### config.mk
export PLATFORM = sky130hd
export DESIGN_NAME = uart_tx_fifo_drain
export DESIGN_NICKNAME = d
export VERILOG_FILES = /design/src/rtl/uart_pkg.sv /design/src/rtl/uart_baud_gen.sv /design/src/rtl/uart_tx_fifo_drain.sv
export SDC_FILE = /design/constraint.sdc
export NUM_CORES = 1
export LEC_CHECK = 0
export BUFFER_PORTS_ARGS = -buffer_cell sky130_fd_sc_hd__buf_2
export CAP_MARGIN = 10
export CORE_ASPECT_RATIO = 2
export CORE_MARGIN = 2
export CORE_UTILIZATION = 57
export DETAILED_ROUTE_END_ITERATION = 6
export PLACE_DENSITY = 0.88
export SKIP_LAST_GASP = 1
export SLEW_MARGIN = 25
export SYNTH_ARGS = -nofsm -noshare
export SYNTH_HDL_FRONTEND = slang
export SYNTH_SLANG_ARGS = --single-unit
### constraint.sdc
create_clock -name i_clk -period 2.7 [get_ports i_clk]
set_clock_uncertainty 0.2 [all_clocks]
set_input_delay 0.405 -clock i_clk [delete_from_list [all_inputs] [get_ports i_clk]]
set_output_delay 0.405 -clock i_clk [all_outputs]
set_load 0.05 [all_outputs]
### src/rtl/uart_pkg.sv
// Shared types and constants for the UART transmit path.
package uart_pkg;

    typedef enum logic [2:0] {
        IDLE,
        REQ,
        WAIT,
        START,
        DATA,
        STOP
    } tx_state_t;

    localparam int   UART_CLKS_PER_BIT_DEFAULT = 868;
    localparam logic UART_IDLE_LEVEL           = 1'b1;

endpackage

### src/rtl/uart_baud_gen.sv
// Bit-period counter for the UART transmitter.
// Produces a one-cycle tick on the last clock of every bit period.
module uart_baud_gen #(
    parameter int CLKS_PER_BIT = 868
) (
    input  logic i_clk,
    input  logic i_rst,
    input  logic i_clear,
    output logic o_tick
);

    localparam int CNT_W = (CLKS_PER_BIT > 1) ? $clog2(CLKS_PER_BIT) : 1;
    localparam logic [CNT_W-1:0] LAST_COUNT = CNT_W'(CLKS_PER_BIT - 1);

    logic [CNT_W-1:0] count;

    always_ff @(posedge i_clk) begin
        if (i_rst || i_clear) begin
            count <= '0;
        end else if (count == LAST_COUNT) begin
            count <= '0;
        end else begin
            count <= count + 1'b1;
        end
    end

    assign o_tick = (count == LAST_COUNT);

endmodule

### src/rtl/uart_tx_fifo_drain.sv
// UART transmitter that pulls bytes from a FIFO read port and sends them
// as 8N1/8N2 frames, LSB first.
import uart_pkg::*;

module uart_tx_fifo_drain #(
    parameter int CLKS_PER_BIT = UART_CLKS_PER_BIT_DEFAULT,
    parameter int DATA_BITS    = 8,
    parameter int STOP_BITS    = 1
) (
    input  logic                 i_clk,
    input  logic                 i_rst,
    input  logic                 i_enable,
    input  logic                 i_fifo_empty,
    output logic                 o_fifo_rd_en,
    input  logic [DATA_BITS-1:0] i_fifo_rd_data,
    input  logic                 i_fifo_rd_valid,
    output logic                 o_tx,
    output logic                 o_busy,
    output logic                 o_done
);

    localparam int IDX_W = $clog2(DATA_BITS + 1);
    localparam logic [IDX_W-1:0] LAST_DATA = IDX_W'(DATA_BITS - 1);
    localparam logic [IDX_W-1:0] LAST_STOP = IDX_W'(STOP_BITS - 1);

    tx_state_t            state;
    tx_state_t            next_state;
    logic [DATA_BITS-1:0] shift_reg;
    logic [IDX_W-1:0]     bit_idx;
    logic                 tick;
    logic                 baud_clear;

    // Restart the bit period exactly when the start bit goes out.
    assign baud_clear = (state == WAIT) && i_fifo_rd_valid;

    uart_baud_gen #(
        .CLKS_PER_BIT(CLKS_PER_BIT)
    ) u_baud_gen (
        .i_clk  (i_clk),
        .i_rst  (i_rst),
        .i_clear(baud_clear),
        .o_tick (tick)
    );

    always_ff @(posedge i_clk) begin
        if (i_rst) begin
            state <= IDLE;
        end else begin
            state <= next_state;
        end
    end

    always_comb begin
        next_state = state;
        case (state)
            IDLE:    if (i_enable && !i_fifo_empty) next_state = REQ;
            REQ:     next_state = WAIT;
            WAIT:    next_state = i_fifo_rd_valid ? START : IDLE;
            START:   if (tick) next_state = DATA;
            DATA:    if (tick && (bit_idx == LAST_DATA)) next_state = STOP;
            STOP:    if (tick && (bit_idx == LAST_STOP)) next_state = IDLE;
            default: next_state = IDLE;
        endcase
    end

    // o_tx is registered so it moves on the same edge as the state change;
    // the shifter pre-shifts so shift_reg[0] always holds the next bit.
    always_ff @(posedge i_clk) begin
        if (i_rst) begin
            o_tx      <= UART_IDLE_LEVEL;
            shift_reg <= '0;
            bit_idx   <= '0;
        end else begin
            case (state)
                WAIT: begin
                    if (i_fifo_rd_valid) begin
                        shift_reg <= i_fifo_rd_data;
                        o_tx      <= 1'b0;
                        bit_idx   <= '0;
                    end
                end
                START: begin
                    if (tick) begin
                        o_tx      <= shift_reg[0];
                        shift_reg <= shift_reg >> 1;
                        bit_idx   <= '0;
                    end
                end
                DATA: begin
                    if (tick) begin
                        if (bit_idx == LAST_DATA) begin
                            o_tx    <= UART_IDLE_LEVEL;
                            bit_idx <= '0;
                        end else begin
                            o_tx      <= shift_reg[0];
                            shift_reg <= shift_reg >> 1;
                            bit_idx   <= bit_idx + 1'b1;
                        end
                    end
                end
                STOP: begin
                    if (tick) begin
                        bit_idx <= (bit_idx == LAST_STOP) ? '0 : bit_idx + 1'b1;
                    end
                end
                default: o_tx <= UART_IDLE_LEVEL;
            endcase
        end
    end

    assign o_fifo_rd_en = (state == REQ);
    assign o_busy       = (state != IDLE);
    assign o_done       = (state == STOP) && tick && (bit_idx == LAST_STOP);

endmodule

==> flow_summary.json, run 1 <==
{
  "ioPinCount": 17,
  "clock_sink_count": 26,
  "detail_routed_net_length_per_standard_cell_um": 17.0,
  "dieArea_sq_um": 3160,
  "timing.critical_path.from_type": "flop",
  "timing.final.max_slew_violations": 0,
  "mux_contribution_to_synthesized_area": 0.0454,
  "layout_commonest_cell": "sky130_fd_sc_hd__dfxtp_1",
  "grt_util_met3": 0.0400,
  "finalSetupTns_ps": 0,
  "worstMarginPinSlew_ps": 648,
  "timing.critical_path.required_ps": 2100,
  "grt_antenna_before_repair": 0,
  "number_of_buffers_added_to_fix_hold_violations_after_cts": 0,
  "synth_fp_nets": 192,
  "clkLatencyLatePin_ps": 270,
  "synthCells": 176,
  "cts_root_buffer": "sky130_fd_sc_hd__clkbuf_8",
  "effective_utilization_at_floorplan": 0.600,
  "dp_slack_ps": 349,
  "cap_viol_max_count": 0,
  "worst_hold_path_type": "input port to flop",
  "std_cell_rows": 26,
  "synth_edf_count": 0,
  "drc": 0,
  "post_cts_resized": 0,
  "cp_data_arrival_time_ps": 1970,
  "post_synthesis_share_of_cell_area_spent_on_xor_and_xnor_gates": 0.0397,
  "final.setup.worst_slack_ps": 123,
  "timing_startpoint_of_the_critical_path": "state[2]",
  "grt_pass1_vias": 1497,
  "holdPathEnd": "shift_reg[7]",
  "primary_flip_flop_cell_chosen_by_synthesis_mapping": "sky130_fd_sc_hd__dfxtp_1",
  "last_weighted_congestion_value_of_the_routability_driven_placer": 0.896,
  "ys_async_sr_fraction": 0,
  "post-route-period-util": 0.955,
  "placeableCoreArea_sq_um": 2570,
  "vdd_ir_max_uv": 624,
  "p_leak_uw": 0.000648,
  "cts_tree": "built",
  "global_route.usage.met2": 0.456,
  "worst-r2r-setup-slack_ps": 300,
  "cells_on_worst_reg2reg_path": 6,
  "max_freq_mhz": 388,
  "synthAdderAreaFrac": 0.0243,
  "r2r_start": "bit_idx[0]",
  "final-setup-viol-count": 0,
  "globalRoute.totalOverflow": 0,
  "worst-path-max-fanout": 12,
  "die_y_um": 77.6,
  "post_cts_buffers": 0,
  "cts.clk_slew.worst_paths_ps": 90,
  "report.final.hold_viol_count": 0,
  "final_layout_size_suffix_gt1_frac": 0.169,
  "dominant_combinational_cell_family_by_area_after_synthesis": "simple AND/OR/NAND/NOR gates",
  "maximum_level_of_the_cts_h_tree": 1,
  "hold_depth": 3,
  "yosys_warnings": 0,
  "dp_hpwl_um": 2740,
  "drt_wl_total_um": 3680,
  "min_period_ps": 2580,
  "placement.io_buffers": 16,
  "detail_route.first_pass.iterations": 4,
  "drt.antenna.violating_nets": 0,
  "drtIter0Drc": 74,
  "global_route.peak_usage_layer": "met2",
  "synth.lib_cells_used.distinct": 54,
  "most-common-layout-cells": "26 x sky130_fd_sc_hd__dfxtp_1, 16 x sky130_fd_sc_hd__buf_2, 12 x sky130_fd_sc_hd__nor2_1",
  "die_w_um": 40.8,
  "grt_util_all_layers": 0.270,
  "cts_made_buffers": 3,
  "complex_gate_fraction_of_the_synthesized_area": 0.249,
  "syn2layout_area_growth_pct": 10.3,
  "synthesized_area_sq_um": 1540,
  "largest_register_ffs": 10,
  "timing_worst_setup_path_type": "flop to output port",
  "grt_max_degree": 17,
  "ys_ff_latch": 26,
  "detail_route.vias_per_cell": 6.76,
  "grt_pass1_wl_um": 6290,
  "synthSimpleGateAreaFrac": 0.256,
  "r2r-end": "state[2]",
  "power.density_cell_area_nw_per_um2": 1030,
  "ctsLongestPathBuffers": 2,
  "sequential_element_share_of_the_synthesized_area": 0.337,
  "grt_setup_unrepaired": "false",
  "critical_path.endpoint_type": "output port",
  "detailroute.via_count": 1466,
  "grtUsageMet1": 0.306,
  "nNetsFinal": 206,
  "hp-start": "i_fifo_rd_data[7]",
  "avgSynthCellArea_sq_um": 8.77,
  "diodes": 0,
  "maxSlewHeadroom": 0.568,
  "outcome": "finished, final reports clean"
}
[worst max-delay path: stages (launching register included)]
cell and delay, ps:
sky130_fd_sc_hd__dfxtp_1 530, sky130_fd_sc_hd__nor2b_1 360, sky130_fd_sc_hd__nand4_1 300, sky130_fd_sc_hd__nor3_2 220
sky130_fd_sc_hd__buf_2 280
[how the worst max path moves through the flow]
stage / slack, ps / cells after the start / endpoint
after floorplan: 240 / 3 / o_fifo_rd_en
after global placement: 460 / 6 / state[2]
after detailed placement: 350 / 6 / state[2]
after CTS: 160 / 4 / o_done
after global routing: 20 / 4 / o_done
final: 120 / 4 / o_done
[where the power goes]
part | leakage [uW] | switching [uW] | internal [uW]
sequential | 0.000212 | 104 | 474
combinational | 0.000401 | 528 | 327
clock | 0.0000357 | 125 | 198
total | 0.000648 | 757 | 1000
[kinds of logic (layout without fill, tap and decap cells)]
family | after synthesis | count (layout)
buffers and inverters | 17 | 30
flip-flops | 26 | 26
adder cells (fa/ha/maj) | 3 | 3
AO/OA/AOI/OAI | 49 | 49
multiplexers | 7 | 7
XOR/XNOR | 7 | 7
AND/OR/NAND/NOR | 67 | 67
[cell usage after synthesis, drive strengths merged, types with 3 or more instances]
cell	n	area, sq um
nor3	8	45.0
mux2i	7	70.1
nand2	6	22.5
a21oi	9	45.0
nand3	10	50.1
ha	3	37.5
nor4	3	31.3
a211oi	7	52.6
nor2	13	51.3
xnor2	5	43.8
dfxtp	26	521
nand2b	6	37.5
clkbuf	4	15.0
a31oi	8	50.1
buf	4	25.0
inv	9	33.8
nand4	6	37.5
o32ai	3	52.6
[final cells by class]
class	instances	area, sq um
Timing Repair Buffer	17	87.6
Clock buffer	3	41.3
Inverter	9	33.8
Tap cell	28	35.0
Sequential cell	26	520
Multi-Input combinational cell	133	953
Fill cell	221	868
Clock inverter	1	30.0
[through the flow]
stage | util | hold slack, ps | area (sq um) | cells | power, uW
2_1_floorplan | - | 218 | 1550 | 176 | 1260
3_3_place_gp | 0.634 | 229 | 1630 | 213 | 1380
3_5_place_dp | 0.634 | 238 | 1630 | 213 | 1420
4_1_cts | 0.662 | 192 | 1700 | 217 | 1750
5_1_grt | 0.662 | 209 | 1700 | 217 | 1860
6_report | 0.662 | 190 | 1700 | 217 | 1760
[routing by layer]
metal	up-vias	part of all wire
li1	697	-
met1	705	0.37
met2	54	0.55
met3	10	0.052
met4	0	0.026
met5	-	0
Power figures use the tool's default switching activity.
==> inputs of run 2 (changes only) <==
Settings changed: BUFFER_PORTS_ARGS -buffer_cell sky130_fd_sc_hd__buf_2 to -buffer_cell sky130_fd_sc_hd__buf_4, CORE_MARGIN 2 to 8.
==> flow_summary.json, run 2 (same netlist as run 1, synthesis figures left out) <==
{
  "outcome": "finished, final reports clean",
  "finalSetupTns_ps": 0,
  "drc": 0,
  "worst_hold_path_type": "input port to flop",
  "detail_route.vias_per_cell": 6.49,
  "r2r-end": "state[2]",
  "cp_data_arrival_time_ps": 1950,
  "dp_hpwl_um": 2830,
  "grt_util_all_layers": 0.163,
  "critical-path-top-delay-family": "simple AND/OR/NAND/NOR gates",
  "final_layout_size_suffix_gt1_frac": 0.169,
  "drtIter0Drc": 42,
  "critical_path.endpoint_type": "output port",
  "cells_on_worst_reg2reg_path": 6,
  "vdd_ir_max_uv": 668,
  "maximum_level_of_the_cts_h_tree": 1,
  "grt_setup_unrepaired": "false",
  "cp_slowest_stage_delay_ps": 530,
  "worst-path-buf-inv": 1,
  "number_of_buffers_added_to_fix_hold_violations_after_cts": 0,
  "hold_depth": 3,
  "timing.critical_path.cells": "nor2b_1 > nand4_1 > nor3_2 > buf_4",
  "placement.io_buffers": 16,
  "grt_max_degree": 17,
  "final-setup-viol-count": 0,
  "clkLatencyLatePin_ps": 270,
  "p_leak_uw": 0.000661,
  "effective_utilization_at_floorplan": 0.600,
  "post_cts_buffers": 0,
  "layout_commonest_cell": "sky130_fd_sc_hd__dfxtp_1",
  "worst-r2r-setup-slack_ps": 310,
  "timing_worst_setup_path_type": "flop to output port",
  "timing.critical_path.slowest_stage_cell": "sky130_fd_sc_hd__dfxtp_1",
  "timing.critical_path.from_type": "flop",
  "grt_antenna_before_repair": 0,
  "drt.antenna.violating_nets": 0,
  "grt_pass1_wl_um": 6120,
  "worst-path-max-fanout": 12,
  "cts_tree": "built",
  "timing.final.max_slew_violations": 0,
  "holdPathEnd": "shift_reg[7]",
  "cap_viol_max_count": 0,
  "post_cts_resized": 0,
  "std_cell_rows": 26,
  "syn2layout_area_growth_pct": 12.9,
  "total_power_uw": 1780,
  "clock_sink_count": 26,
  "detail_route.first_pass.iterations": 4,
  "diodes": 0,
  "grt_pass1_vias": 1398,
  "ioPinCount": 17,
  "detailroute.via_count": 1409,
  "cts.clk_slew.worst_paths_ps": 90,
  "report.final.hold_viol_count": 0,
  "ctsLongestPathBuffers": 2,
  "maxSlewHeadroom": 0.556,
  "max_freq_mhz": 392,
  "last_weighted_congestion_value_of_the_routability_driven_placer": 0.909,
  "r2r_start": "bit_idx[0]",
  "globalRoute.totalOverflow": 0,
  "timing.critical_path.required_ps": 2100,
  "detail_routed_net_length_per_standard_cell_um": 17.2,
  "power.density_cell_area_nw_per_um2": 1020,
  "placeableCoreArea_sq_um": 2570,
  "largest_register_ffs": 10,
  "hp-start": "i_fifo_rd_data[7]",
  "most-common-layout-cells": "26 x sky130_fd_sc_hd__dfxtp_1, 17 x sky130_fd_sc_hd__buf_4, 12 x sky130_fd_sc_hd__nor2_1",
  "worstMarginPinSlew_ps": 665,
  "drt_wl_total_um": 3720,
  "min_period_ps": 2550,
  "post-route-period-util": 0.945,
  "dieArea_sq_um": 4730,
  "nNetsFinal": 206,
  "cts_made_buffers": 3,
  "die_w_um": 52.8,
  "cts_root_buffer": "sky130_fd_sc_hd__clkbuf_8",
  "die_y_um": 89.6
}
-- run 2: cell counts in the layout (fill, tap and decap cells not counted) --
Identical to the previous run, type by type.
-- run 2: per-layer routing --
layer | vias up | part of all wire | wire [um] | track usage
li1 | 699 | - | - | -
met1 | 669 | 0.39 | 1440 | 0.162
met2 | 31 | 0.55 | 2060 | 0.300
met3 | 10 | 0.032 | 121 | 0.0264
met4 | 0 | 0.027 | 99 | 0.0924
met5 | - | 0 | 0 | 0
-- run 2: worst max-delay path by stage --
| stage | endpoint | slack (ps) | from | cells after the start |
|---|---|---|---|---|
| after floorplan | o_fifo_rd_en | 240 | state[0] | 3 |
| after global placement | state[2] | 460 | bit_idx[0] | 6 |
| after detailed placement | state[2] | 360 | bit_idx[0] | 6 |
| after CTS | o_done | 190 | state[2] | 4 |
| after global routing | o_done | 10 | state[2] | 4 |
| final | o_done | 150 | state[2] | 4 |
-- run 2: layout make-up --
cell class | count | area (sq um)
clock buffer | 3 | 41.3
clock inverter | 1 | 30.0
fill | 196 | 828
inverter | 9 | 33.8
multi-input combinational | 133 | 953
sequential | 26 | 520
tap | 28 | 35.0
timing repair buffer | 17 | 128
-- run 2: tightest hold or removal path: cells and delay by family --
kind	cells	cell delay (ps)
buf+inv	1	110
simple gates	1	60
compound gates	1	60
-- run 2: through the flow --
step                      worst slack [ps]  instances  hold slack, ps  utilization  instance area [sq um]
after floorplan                        242        176             218            -                   1550
after global placement                 461        213             228        0.650                   1670
after detailed placement               359        213             255        0.650                   1670
after CTS                              188        217             210        0.678                   1740
after global routing                  11.0        217             214        0.678                   1740
final                                  149        217             209        0.678                   1740
-- run 2: power by group --
group          internal (uW)  switching (uW)  total [uW]
Combinational            349             536         885
Clock                    198             125         323
Sequential               474             101         576
==> inputs of run 3 (changes only) <==
Settings changed: MAX_ROUTING_LAYER set to met4.
==> flow_summary.json, run 3 (same netlist as run 1, synthesis figures left out) <==
{
  "outcome": "finished, final reports clean",
  "postPlaceCellArea_sq_um": 1670,
  "globalRoute.totalOverflow": 0,
  "post_cts_buffers": 0,
  "cap_viol_max_count": 0,
  "placeableCoreArea_sq_um": 2570,
  "timing.critical_path.from_type": "flop",
  "power.density_cell_area_nw_per_um2": 1020,
  "timing_worst_setup_path_type": "flop to output port",
  "report.final.hold_viol_count": 0,
  "maximum_level_of_the_cts_h_tree": 1,
  "cp_data_arrival_time_ps": 1940,
  "top_layer_used": "met4",
  "most-common-layout-cells": "26 x sky130_fd_sc_hd__dfxtp_1, 17 x sky130_fd_sc_hd__buf_4, 12 x sky130_fd_sc_hd__nor2_1",
  "grt_pass1_wl_um": 6110,
  "worst_hold_path_type": "input port to flop",
  "post-route-period-util": 0.943,
  "grt_antenna_before_repair": 0,
  "clkLatencyLatePin_ps": 270,
  "cts.clk_slew.worst_paths_ps": 90,
  "die_y_um": 89.6,
  "number_of_buffers_added_to_fix_hold_violations_after_cts": 0,
  "die_w_um": 52.8,
  "cts_tree": "built",
  "worst-r2r-setup-slack_ps": 310,
  "drtIter0Drc": 46,
  "grt_max_degree": 17,
  "timing.critical_path.cells": "nor2b_1 > nand4_1 > nor3_2 > buf_4",
  "max_freq_mhz": 393,
  "ctsLongestPathBuffers": 2,
  "cts_root_buffer": "sky130_fd_sc_hd__clkbuf_8",
  "met1_length_um": 1480,
  "drt.antenna.violating_nets": 0,
  "drc": 0,
  "diodes": 0,
  "nNetsFinal": 206,
  "detail_route.first_pass.iterations": 4,
  "dp_hpwl_um": 2830,
  "timing.critical_path.required_ps": 2100,
  "drt_wl_total_um": 3720,
  "post_cts_resized": 0,
  "worst-path-max-fanout": 12,
  "effective_utilization_at_floorplan": 0.600,
  "clock_sink_count": 26,
  "wl_met3_um": 82,
  "detail_routed_net_length_per_standard_cell_um": 17.1,
  "grt_util_all_layers": 0.168,
  "placement.io_buffers": 16,
  "p_leak_uw": 0.000661,
  "finalSetupTns_ps": 0,
  "maxSlewHeadroom": 0.556,
  "detail_route.vias_per_cell": 6.49,
  "ioPinCount": 17,
  "syn2layout_area_growth_pct": 12.9,
  "cp_slowest_stage_delay_ps": 530,
  "final-setup-viol-count": 0,
  "dieArea_sq_um": 4730,
  "grt_pass1_vias": 1399,
  "std_cell_rows": 26,
  "layout_commonest_cell": "sky130_fd_sc_hd__dfxtp_1",
  "final_layout_size_suffix_gt1_frac": 0.169,
  "num-fill-cells": 196,
  "min_period_ps": 2550,
  "cts_made_buffers": 3,
  "worstMarginPinSlew_ps": 665,
  "wl_met2_um": 2020,
  "timing.critical_path.slowest_stage_cell": "sky130_fd_sc_hd__dfxtp_1",
  "largest_register_ffs": 10,
  "grt_setup_unrepaired": "false",
  "timing.final.max_slew_violations": 0,
  "detailroute.via_count": 1409,
  "stdcell_area_sq_um": 1740,
  "vdd_ir_max_uv": 669,
  "critical_path.endpoint_type": "output port",
  "last_weighted_congestion_value_of_the_routability_driven_placer": 0.924
}
==> run 3: final timing paths <==
check                                          from             endpoint  depth (start not counted)
worst max register to register           bit_idx[0]             state[2]                          6
worst min-delay path              i_fifo_rd_data[7]         shift_reg[7]                          3
worst min register to register  u_baud_gen.count[0]  u_baud_gen.count[0]                          1
worst max-delay path                       state[2]               o_done                          4
==> run 3: stage by stage <==
stage	instances	hold slack, ps	utilization	total power (uW)	setup slack [ps]
floorplan	176	218	-	1260	242
global placement	213	228	0.650	1410	461
detailed placement	213	255	0.650	1450	359
global route	217	214	0.678	1890	11.0
finish	217	207	0.678	1780	154
CTS	217	210	0.678	1780	188
==> run 3: power by group <==
part / total [uW] / switching, uW / leakage, uW / internal, uW
clock: 323 / 125 / 0.0000357 / 198
sequential: 576 / 102 / 0.000212 / 474
combinational: 884 / 534 / 0.000413 / 349
total: 1780 / 761 / 0.000661 / 1020
==> run 3: layout make-up <==
cell class,instances,area [sq um],area share
clock buffers,3,41.3,0.0237
well taps,28,35.0,0.0201
multi-input cells,133,953,0.547
repair buffers,17,128,0.0733
clock inverters,1,30.0,0.0172
inverters,9,33.8,0.0194
flip-flops and latches,26,520,0.299
==> run 3: metal layers <==
metal  GRT usage  vias up
met1       0.166      670
met2       0.300       27
met5           -        -
met4      0.0924        0
li1            -      699
met3      0.0182       13
==> run 3: critical path: cells and delay by family, from the launching register on <==
family | cells | cell delay [ps]
buffers and inverters | 1 | 220
flip-flops | 1 | 530
AND/OR/NAND/NOR | 3 | 920
